===== src/rtl/prm_edge_chk_sched_pkg.sv =====
// Shared types and constants for the PRM edge-checker sequencer.
// The FSM state type and the result word-count helper live here.
package prm_sched_pkg;

  typedef enum logic [1:0] {
    IDLE  = 2'd0,
    SWEEP = 2'd1,
    EMIT  = 2'd2,
    DONE  = 2'd3
  } sched_state_t;

  localparam int DEFAULT_CODE_W = 15;
  localparam int DEFAULT_WORD_W = 32;

  // Number of result words needed to carry one mask bit per edge.
  function automatic int num_words(input int num_edges, input int word_w);
    return (num_edges + word_w - 1) / word_w;
  endfunction

endpackage


===== src/rtl/prm_edge_chk_sched_if.sv =====
// Result-word stream between the sequencer (master) and its consumer (slave).
interface prm_edge_chk_sched_if #(
  parameter int WORD_W = 32,
  parameter int EDGE_W = 10
);
  logic              res_valid_o;
  logic              res_ready_i;
  logic [WORD_W-1:0] res_word_o;
  logic [EDGE_W-1:0] res_base_o;
  logic              res_last_o;

  modport master (
    output res_valid_o,
    output res_word_o,
    output res_base_o,
    output res_last_o,
    input  res_ready_i
  );

  modport slave (
    input  res_valid_o,
    input  res_word_o,
    input  res_base_o,
    input  res_last_o,
    output res_ready_i
  );
endinterface


===== src/rtl/prm_edge_chk_sched_mask_packer.sv =====
// Packs one edge-mask bit per cycle into a result word, tracking the word's
// base edge, whether it is the final word, and the running blocked-edge count.
module prm_mask_packer
  import prm_sched_pkg::*;
#(
  parameter int NUM_EDGES = 1024,
  parameter int WORD_W    = DEFAULT_WORD_W,
  parameter int EDGE_W    = 10
) (
  input  logic              clk,
  input  logic              rst,
  input  logic              restart,
  input  logic              clear,
  input  logic              bit_valid,
  input  logic [EDGE_W-1:0] bit_idx,
  input  logic              bit_val,
  output logic [WORD_W-1:0] word,
  output logic [EDGE_W-1:0] base,
  output logic              last,
  output logic [EDGE_W:0]   cnt
);

  localparam int BIT_W     = (WORD_W > 1) ? $clog2(WORD_W) : 1;
  localparam int NUM_WORDS = num_words(NUM_EDGES, WORD_W);

  logic [31:0]       idx_ext;
  logic [BIT_W-1:0]  bit_pos;
  logic [WORD_W-1:0] word_reg;
  logic [EDGE_W-1:0] base_reg;
  logic              last_reg;
  logic [EDGE_W:0]   cnt_reg;

  assign idx_ext = 32'(bit_idx);
  assign bit_pos = BIT_W'(idx_ext % 32'(WORD_W));

  // Each word bit has its own write strobe, so a fresh word starts all-zero
  // and bits beyond the last edge of a partial word stay zero.
  genvar gi;
  generate
    for (gi = 0; gi < WORD_W; gi++) begin : g_bit
      always_ff @(posedge clk) begin
        if (rst || restart || clear) begin
          word_reg[gi] <= 1'b0;
        end else if (bit_valid && (bit_pos == BIT_W'(gi))) begin
          word_reg[gi] <= bit_val;
        end
      end
    end
  endgenerate

  always_ff @(posedge clk) begin
    if (rst || restart) begin
      base_reg <= '0;
      last_reg <= 1'b0;
    end else if (bit_valid) begin
      base_reg <= EDGE_W'(idx_ext - (idx_ext % 32'(WORD_W)));
      last_reg <= (idx_ext / 32'(WORD_W)) == 32'(NUM_WORDS - 1);
    end
  end

  always_ff @(posedge clk) begin
    if (rst || restart) begin
      cnt_reg <= '0;
    end else if (bit_valid && bit_val) begin
      cnt_reg <= cnt_reg + 1'b1;
    end
  end

  assign word = word_reg;
  assign base = base_reg;
  assign last = last_reg;
  assign cnt  = cnt_reg;

endmodule


===== src/rtl/prm_edge_chk_sched.sv =====
// PRM edge-collision sweep sequencer: latches an obstacle code, walks every
// edge through the checker mux one per cycle and streams packed mask words.
module prm_edge_chk_sched
  import prm_sched_pkg::*;
#(
  parameter int NUM_EDGES = 1024,
  parameter int CODE_W    = DEFAULT_CODE_W,
  parameter int WORD_W    = DEFAULT_WORD_W,
  parameter int EDGE_W    = (NUM_EDGES > 1) ? $clog2(NUM_EDGES) : 1
) (
  input  logic                 clk,
  input  logic                 rst,
  input  logic                 start_i,
  input  logic                 abort_i,
  input  logic [CODE_W-1:0]    obs_code_i,
  output logic                 busy_o,
  output logic                 done_o,
  output logic [EDGE_W-1:0]    chk_edge_o,
  output logic [CODE_W-1:0]    chk_code_o,
  input  logic                 chk_mask_i,
  prm_edge_chk_sched_if.master res,
  output logic [EDGE_W:0]      blocked_cnt_o
);

  sched_state_t      state_reg, state_next;
  logic [EDGE_W-1:0] edge_reg, edge_next;
  logic [CODE_W-1:0] code_reg, code_next;
  logic              restart, clear, bit_valid;
  logic [31:0]       edge_ext;
  logic              word_end, edge_last;

  assign edge_ext  = 32'(edge_reg);
  assign word_end  = (edge_ext % 32'(WORD_W)) == 32'(WORD_W - 1);
  assign edge_last = (edge_reg == EDGE_W'(NUM_EDGES - 1));

  always_ff @(posedge clk) begin
    if (rst) begin
      state_reg <= IDLE;
      edge_reg  <= '0;
      code_reg  <= '0;
    end else begin
      state_reg <= state_next;
      edge_reg  <= edge_next;
      code_reg  <= code_next;
    end
  end

  always_comb begin
    state_next = state_reg;
    edge_next  = edge_reg;
    code_next  = code_reg;
    restart    = 1'b0;
    clear      = 1'b0;
    bit_valid  = 1'b0;
    case (state_reg)
      IDLE: begin
        if (start_i) begin
          code_next  = obs_code_i;
          edge_next  = '0;
          restart    = 1'b1;
          state_next = SWEEP;
        end
      end
      SWEEP: begin
        bit_valid = 1'b1;
        if (word_end || edge_last) begin
          state_next = EMIT;
        end else begin
          edge_next = edge_reg + 1'b1;
        end
      end
      EMIT: begin
        if (res.res_ready_i) begin
          if (edge_last) begin
            state_next = DONE;
          end else begin
            edge_next  = edge_reg + 1'b1;
            clear      = 1'b1;
            state_next = SWEEP;
          end
        end
      end
      DONE: begin
        state_next = IDLE;
      end
      default: begin
        state_next = IDLE;
      end
    endcase
    // An abort discards the edge presented in this cycle and keeps the
    // partial blocked count visible.
    if (abort_i && (state_reg != IDLE)) begin
      state_next = IDLE;
      edge_next  = edge_reg;
      bit_valid  = 1'b0;
      clear      = 1'b0;
    end
  end

  assign busy_o          = (state_reg != IDLE);
  assign done_o          = (state_reg == DONE);
  assign res.res_valid_o = (state_reg == EMIT);
  assign chk_edge_o      = (state_reg == SWEEP) ? edge_reg : '0;
  assign chk_code_o      = (state_reg == SWEEP) ? code_reg : '0;

  prm_mask_packer #(
    .NUM_EDGES (NUM_EDGES),
    .WORD_W    (WORD_W),
    .EDGE_W    (EDGE_W)
  ) u_packer (
    .clk       (clk),
    .rst       (rst),
    .restart   (restart),
    .clear     (clear),
    .bit_valid (bit_valid),
    .bit_idx   (edge_reg),
    .bit_val   (chk_mask_i),
    .word      (res.res_word_o),
    .base      (res.res_base_o),
    .last      (res.res_last_o),
    .cnt       (blocked_cnt_o)
  );

endmodule


===== src/flat_wrapper.sv =====
// flat-port wrapper written by rule: the top's interface ports become plain ports
module prm_edge_chk_sched_flat import prm_sched_pkg::*;
#(
  parameter int NUM_EDGES = 1024,
  parameter int CODE_W    = DEFAULT_CODE_W,
  parameter int WORD_W    = DEFAULT_WORD_W,
  parameter int EDGE_W    = (NUM_EDGES > 1) ? $clog2(NUM_EDGES) : 1
)
  (clk, rst, start_i, abort_i, obs_code_i, busy_o, done_o, chk_edge_o, chk_code_o, chk_mask_i, blocked_cnt_o, res_res_valid_o, res_res_word_o, res_res_base_o, res_res_last_o, res_res_ready_i);
  prm_edge_chk_sched_if #(.WORD_W(WORD_W), .EDGE_W(EDGE_W)) res_i ();
  input  logic clk;
  input  logic rst;
  input  logic start_i;
  input  logic abort_i;
  input  logic [CODE_W-1:0] obs_code_i;
  output logic busy_o;
  output logic done_o;
  output logic [EDGE_W-1:0] chk_edge_o;
  output logic [CODE_W-1:0] chk_code_o;
  input  logic chk_mask_i;
  output logic [EDGE_W:0] blocked_cnt_o;
  output wire logic [$bits(res_i.res_valid_o)-1:0] res_res_valid_o;
  output wire logic [$bits(res_i.res_word_o)-1:0] res_res_word_o;
  output wire logic [$bits(res_i.res_base_o)-1:0] res_res_base_o;
  output wire logic [$bits(res_i.res_last_o)-1:0] res_res_last_o;
  input wire logic [$bits(res_i.res_ready_i)-1:0] res_res_ready_i;
  assign res_res_valid_o = res_i.res_valid_o;
  assign res_res_word_o = res_i.res_word_o;
  assign res_res_base_o = res_i.res_base_o;
  assign res_res_last_o = res_i.res_last_o;
  assign res_i.res_ready_i = res_res_ready_i;
  prm_edge_chk_sched #(.NUM_EDGES(NUM_EDGES), .CODE_W(CODE_W), .WORD_W(WORD_W), .EDGE_W(EDGE_W)) u_core (.clk(clk), .rst(rst), .start_i(start_i), .abort_i(abort_i), .obs_code_i(obs_code_i), .busy_o(busy_o), .done_o(done_o), .chk_edge_o(chk_edge_o), .chk_code_o(chk_code_o), .chk_mask_i(chk_mask_i), .res(res_i), .blocked_cnt_o(blocked_cnt_o));
endmodule

===== config.mk =====
export PLATFORM = sky130hd
export DESIGN_NAME = prm_edge_chk_sched_flat
export DESIGN_NICKNAME = d
export VERILOG_FILES = /design/src/rtl/prm_edge_chk_sched_pkg.sv /design/src/rtl/prm_edge_chk_sched_if.sv /design/src/rtl/prm_edge_chk_sched_mask_packer.sv /design/src/rtl/prm_edge_chk_sched.sv /design/src/flat_wrapper.sv
export SDC_FILE = /design/constraint.sdc
export NUM_CORES = 1
export LEC_CHECK = 0
export ABC_AREA = 1
export BUFFER_PORTS_ARGS = -buffer_cell sky130_fd_sc_hd__buf_2
export CAP_MARGIN = 5
export CORE_MARGIN = 2
export CORE_UTILIZATION = 35
export DETAILED_ROUTE_END_ITERATION = 16
export PLACE_DENSITY = 0.55
export SYNTH_ARGS = -nofsm -noshare
export SYNTH_HDL_FRONTEND = slang
export SYNTH_SLANG_ARGS = --single-unit

===== constraint.sdc =====
create_clock -name clk -period 2.5 [get_ports clk]
set_input_delay 0.125 -clock clk [delete_from_list [all_inputs] [get_ports clk]]
set_output_delay 0.125 -clock clk [all_outputs]
set_load 0.01 [all_outputs]

==> impl_metrics.csv, run 1 <==
group,metric,value,unit
floorplanning,ioPinCount,103,
clock_tree,cts_sinks,76,
synth,post-synth-top-count-cell,"nand2_1",
floorplanning,num_rows,38,
pwr,power.density,858,nW/µm²
synth,syn_inst,562,
timing,period_needed,2080,ps
hold_path,hold_path.class,"input pin to flop",
layout,antenna_cells,0,
pwr,worst_ir_drop_vdd,0.341,mV
clock_tree,clk_pin_slew_worst_paths,80,ps
synth,synth.ff_latch_count,76,
floorplanning,die_width,109,µm
floorplanning,coreArea,10800,µm²
worst_setup_path,path_class,"flop to flop",
clock_tree,cts-htree-levels,3,
timing,finalHoldViolations,0,
outcome,outcome,"completed",
global_route,grt_pass1_wl,16200,µm
synth,ys_warn_count,0,
synth,synth_edf_count,0,
hold_path,whs_path_depth,3,
hold_path,hold_end,"u_core.code_reg[7]$_SDFFE_PP0P_",
synth,synth_area,3870,µm²
layout,fillers,1146,
placed_design,dp_hpwl,7080,µm
layout,area_growth,20.6,%
timing,finalSetupTns,0,ps
global_route,grt_overflow,0,
route,wirelength,9740,µm
synth,syn_avg_cell_area,6.89,µm²
timing,max_slew.worst_pin.slew,677,ps
layout,stdcell_count,800,
global_route,first_global_vias,3515,
global_route,globalRouteTotalUtil,0.170,
route,vias,3713,
floorplanning,die_y,109,µm
timing,rsz0062_at_grt,"false",
pwr,p_leak,2.24,nW
worst_setup_path,start_kind,"flop",
global_route,grt_max_degree,33,
clock_tree,clockBufferDepth,2,
synth,ys_top_cells_by_count,"116 x nand2_1, 106 x nor2_1, 76 x dfxtp_1",
hold_path,hold_path_startpoint,"obs_code_i[7]",
worst_setup_path,required,2750,ps
placed_design,numPortBuffers,97,
timing,finalCritPeriodShare,0.831,
timing,fmax,482,MHz
clock_tree,cts_tree,"yes",
worst_setup_path,reg2reg_depth,11,
route,drtIter0Drc,250,
floorplanning,dieArea,11900,µm²
route,final_antenna_net_count,0,
global_route,grt_antenna_before_repair,0,
timing,fin_skew,8.34,ps
worst_setup_path,cp_data_arrival_time,2330,ps
synth,ys.flop_type,"dfxtp_1",
route,post-route-drc-count,0,
clock_tree,clk_latency,350,ps
layout,multiInputGateArea,1960,µm²
clock_tree,numCtsBuffers,9,
layout,largest_reg_flops,32,
route,drt_pass1_iterations,5,
worst_setup_path,r2r-start,"u_core.edge_reg[0]$_SDFFE_PP0P_",
synth,yosys.area.top_type,"dfxtp_1",
synth,ys_types,31,
placed_design,dpl.cell_count,783,
layout,nNetsFinal,688,
timing,drv_slew,0,
timing,relSlewSlack,0.548,
route,vias_per_cell,4.64,
worst_setup_path,reg2reg_to,"u_core.edge_reg[1]$_SDFFE_PP0P_",
timing,finalSetupViolCount,0,
synth,yosysSeqAreaShare,0.393,
synth,netlist.area_leader.share,0.393,
run,drv_cap,0,
placed_design,place.gp.congestion,0.793,
worst_setup_path,r2r_setup_slack,420,ps
floorplanning,start_util,0.357,
worst_setup_path,crit_fanout,13,
synth,yosys-top-cells-area,"dfxtp_1 39%, nand2_1 11%, nor2_1 10%",
layout,seqCellArea,1520,µm²
worst_setup_path,cp-end-kind,"flop",
route,wl_per_cell,12.2,µm
synth,async_reset_ff_frac,0,
clock_tree,cts_root_buffer,"clkbuf_8",
layout,drive_above_1_share,0.214,
worst max-delay path by stage:
stage,start,to
after floorplan,u_core.edge_reg[0]$_SDFFE_PP0P_,u_core.edge_reg[2]$_SDFFE_PP0P_
after global placement,u_core.edge_reg[0]$_SDFFE_PP0P_,u_core.edge_reg[0]$_SDFFE_PP0P_
after detailed placement,u_core.edge_reg[1]$_SDFFE_PP0P_,u_core.edge_reg[1]$_SDFFE_PP0P_
after CTS,u_core.edge_reg[1]$_SDFFE_PP0P_,u_core.edge_reg[1]$_SDFFE_PP0P_
after global routing,u_core.state_reg[0]$_SDFFE_PP0P_,u_core.u_packer.base[5]$_SDFFE_PP0P_
final,u_core.edge_reg[0]$_SDFFE_PP0P_,u_core.edge_reg[1]$_SDFFE_PP0P_
metal layers:
| layer | GRT usage | wire length (µm) | up-vias | share of wire |
|---|---|---|---|---|
| met5 | 0 | 0 | - | 0 |
| met4 | 0.0805 | 223 | 0 | 0.023 |
| met3 | 0.0299 | 495 | 20 | 0.051 |
| met2 | 0.268 | 4270 | 90 | 0.44 |
| met1 | 0.225 | 4750 | 1644 | 0.49 |
| li1 | - | - | 1959 | - |
worst max-delay path: stages, from the launching register on:
cell     delay [ps]
dfxtp_1         420
ha_1            320
inv_1           120
nor2_4          290
ha_1            240
inv_1            90
nand2_4          80
nand2_4          80
nand3_4         160
nand2_1          70
nand2_1          60
nor2_1           60
cell usage in the layout (no fill, tap or decap), types with 5 or more instances in the layout:
cell type and instances:
a21oi_1 43, nand2_1 116, nor2_1 106, ha_1 12, inv_1 63, nor2_4 5
clkbuf_8 12, conb_1 5, o21ai_0 46, nand4_1 11, nand3_1 25, dfxtp_1 76
buf_4 5, buf_2 97
final cells by class:
type | count | share of cell area
Clock inverter | 4 | 0.0150
Inverter | 66 | 0.0530
Multi-Input combinational cell | 399 | 0.419
Timing Repair Buffer | 103 | 0.114
Tap cell | 140 | 0.0375
Clock buffer | 12 | 0.0354
Sequential cell | 76 | 0.326
power breakdown:
group / switching, mW / total, mW / internal, mW
logic: 0.980 / 1.42 / 0.441
clock network: 0.448 / 1.09 / 0.641
registers: 0.138 / 1.50 / 1.36
cells by family (layout without fill, tap and decap cells):
family	after synthesis	in the layout	share of synthesized area
simple gates	280	280	0.320
fa+ha+maj	12	12	0.0388
compound gates	98	98	0.133
buf+inv	91	185	0.105
other cells	1	5	0.000968
flops	76	76	0.393
xor+xnor	4	4	0.00905
what timing repair did:
item	CTS	global route
hold buffers	1	0
gates resized for setup	0	0
hold endpoints to repair	1	0
buffers inserted	0	0
endpoints found under the setup margin	0	0
per-stage QoR:
stage / power (mW) / hold slack (ps) / setup WS (ps) / cell area (µm²) / util
5_1_grt: 4.33 / 35.9 / 171 / 4670 / 0.431
2_1_floorplan: 2.60 / 187 / 727 / 3890 / -
4_1_cts: 4.06 / 7.08 / 405 / 4670 / 0.431
6_report: 4.01 / 20.2 / 424 / 4670 / 0.431
3_3_place_gp: 2.94 / 361 / 456 / 4430 / 0.408
3_5_place_dp: 2.96 / 359 / 419 / 4430 / 0.408
Power figures use the tool's default switching activity.
==> run 2, diff against run 1 <==
==> constraint.sdc (replaced) <==
create_clock -name clk -period 2.1 [get_ports clk]
set_input_delay 0.105 -clock clk [delete_from_list [all_inputs] [get_ports clk]]
set_output_delay 0.105 -clock clk [all_outputs]
set_load 0.01 [all_outputs]
==> run 2 against run 1 <==
Core utilization up 0.74 points. Register-to-register slack worse by 210 ps. Clock skew increased by 3.8 ps. Largest power group unchanged. Sequential power up 18%.
==> impl_metrics.csv, run 2 (synthesis gave the netlist of run 1 again) <==
group,metric,value,unit
worst_setup_path,cp_num_buf_inv,1,
clock_tree,cts_root_buffer,"clkbuf_8",
worst_setup_path,crit_chain,"nand2_1 -> nor2_4 -> ha_1 -> inv_1 -> nand2_4 -> nand2_4 -> nand3_4 -> nand2_1 -> nand2_1 -> nor2_1",
hold_path,hold_path_startpoint,"obs_code_i[8]",
timing,fmax,531,MHz
timing,finalSetupViolCount,0,
global_route,grt_overflow,0,
pwr,worst_ir_drop_vdd,0.409,mV
worst_setup_path,r2r_setup_slack,220,ps
floorplanning,start_util,0.357,
layout,drive_above_1_share,0.209,
layout,mostFrequentLayoutCells,"116 x nand2_1, 106 x nor2_1, 97 x buf_2, 76 x dfxtp_1, 63 x inv_1",
worst_setup_path,cp-end-kind,"flop",
layout,nNetsFinal,703,
route,vias_per_cell,4.70,
worst_setup_path,path_class,"flop to flop",
global_route,met2_usage,0.276,
global_route,grt_max_degree,33,
timing,drv_slew,0,
pwr,p_leak,2.27,nW
placed_design,place.gp.congestion,0.837,
hold_path,hold_end,"u_core.code_reg[8]$_SDFFE_PP0P_",
clock_tree,numCtsBuffers,9,
route,drtIter0Drc,246,
route,wl_per_cell,12.3,µm
layout,area_growth,22.7,%
worst_setup_path,cp-startpoint,"u_core.edge_reg[2]$_SDFFE_PP0P_",
floorplanning,die_y,109,µm
worst_setup_path,reg2reg_depth,10,
floorplanning,die_width,109,µm
global_route,top_usage_layer,"met2",
worst_setup_path,start_kind,"flop",
worst_setup_path,reg2reg_to,"u_core.edge_reg[1]$_SDFFE_PP0P_",
hold_path,hold_path.class,"input pin to flop",
placed_design,numPortBuffers,97,
route,vias,3830,
placed_design,dp_hpwl,7270,µm
outcome,outcome,"completed",
clock_tree,clk_pin_slew_worst_paths,80,ps
global_route,globalRouteTotalUtil,0.173,
global_route,grt_antenna_before_repair,0,
layout,fin_util,0.438,
timing,max_slew.worst_pin.slew,665,ps
worst_setup_path,crit_top_cell,"nand2_1",
layout,largest_reg_flops,32,
worst_setup_path,cp_slowest_cell,"dfxtp_1",
clock_tree,cts_sinks,76,
floorplanning,dieArea,11900,µm²
timing,fin_skew,12.2,ps
clock_tree,clk_latency,360,ps
worst_setup_path,critPathMaxStageDelay,500,ps
timing,finalSetupTns,0,ps
worst_setup_path,cpLargestDelayFamily,"simple AND/OR/NAND/NOR gates",
route,drt_pass1_iterations,4,
clock_tree,cts_tree,"yes",
floorplanning,num_rows,38,
worst_setup_path,cp_data_arrival_time,2130,ps
worst_setup_path,r2r-start,"u_core.edge_reg[2]$_SDFFE_PP0P_",
worst_setup_path,required,2340,ps
timing,rsz0062_at_grt,"false",
global_route,met3_usage,0.0496,
placed_design,dpl.cell_count,788,
route,final_antenna_net_count,0,
pwr,finalPower,4.61,mW
layout,final_common_cell,"nand2_1",
timing,finalHoldViolations,0,
timing,relSlewSlack,0.556,
timing,finalCritPeriodShare,0.896,
timing,period_needed,1880,ps
global_route,grt_pass1_wl,16200,µm
route,wirelength,10000,µm
global_route,first_global_vias,3422,
hold_path,whs_path_depth,3,
worst_setup_path,crit_fanout,13,
layout,antenna_cells,0,
run,drv_cap,0,
clock_tree,cts-htree-levels,3,
clock_tree,ctsResizeCount,0,
pwr,power.density,971,nW/µm²
global_route,grt.met1_usage,0.224,
route,post-route-drc-count,0,
floorplanning,ioPinCount,103,
clock_tree,clockBufferDepth,2,
floorplanning,coreArea,10800,µm²
layout,stdcell_count,815,
## run 2: tightest hold or removal path: stages
cell     delay [ps]
buf_2            80
o21ai_0          80
nor2_1           80
## run 2: how the worst max path moves through the flow
stage | end | slack [ps] | cells past startpoint
global placement | u_core.edge_reg[1]$_SDFFE_PP0P_ | 330 | 10
global route | u_core.edge_reg[7]$_SDFFE_PP0P_ | 10 | 10
finish | u_core.edge_reg[1]$_SDFFE_PP0P_ | 220 | 10
CTS | chk_edge_o[2] | 210 | 6
floorplan | u_core.edge_reg[2]$_SDFFE_PP0P_ | 330 | 12
detailed placement | u_core.edge_reg[0]$_SDFFE_PP0P_ | 240 | 11
## run 2: metal layers
| metal | share of wire | wire length, µm |
|---|---|---|
| met1 | 0.47 | 4740 |
| met2 | 0.46 | 4610 |
| met3 | 0.054 | 544 |
| met4 | 0.012 | 119 |
| met5 | 0 | 0 |
## run 2: power by group
part	switching, mW	leakage [nW]	total, mW	internal (mW)
clock network	0.526	0.0887	1.08	0.551
logic	1.20	1.57	1.76	0.566
registers	0.156	0.618	1.77	1.62
total	1.88	2.27	4.61	2.73
## run 2: repair_timing
item / CTS / global route
setup buffers: 0 / 0
hold buffers: 11 / 0
endpoints found under the hold margin: 11 / 0
## run 2: stage by stage
stage          setup WS (ps)  hold WS, ps  area [µm²]
3_3_place_gp             332          348        4460
5_1_grt                 9.95         33.8        4750
6_report                 218         16.4        4750
4_1_cts                  213        0.942        4750
2_1_floorplan            327          167        3890
3_5_place_dp             237          354        4460
## run 2: area by class of cell
cell class	instances	area (µm²)
Clock buffer	14	143
Clock inverter	2	35.0
Fill cell	1152	6090
Inverter	66	248
Multi-Input combinational cell	399	1960
Sequential cell	76	1520
Tap cell	140	175
Timing Repair Buffer	118	671
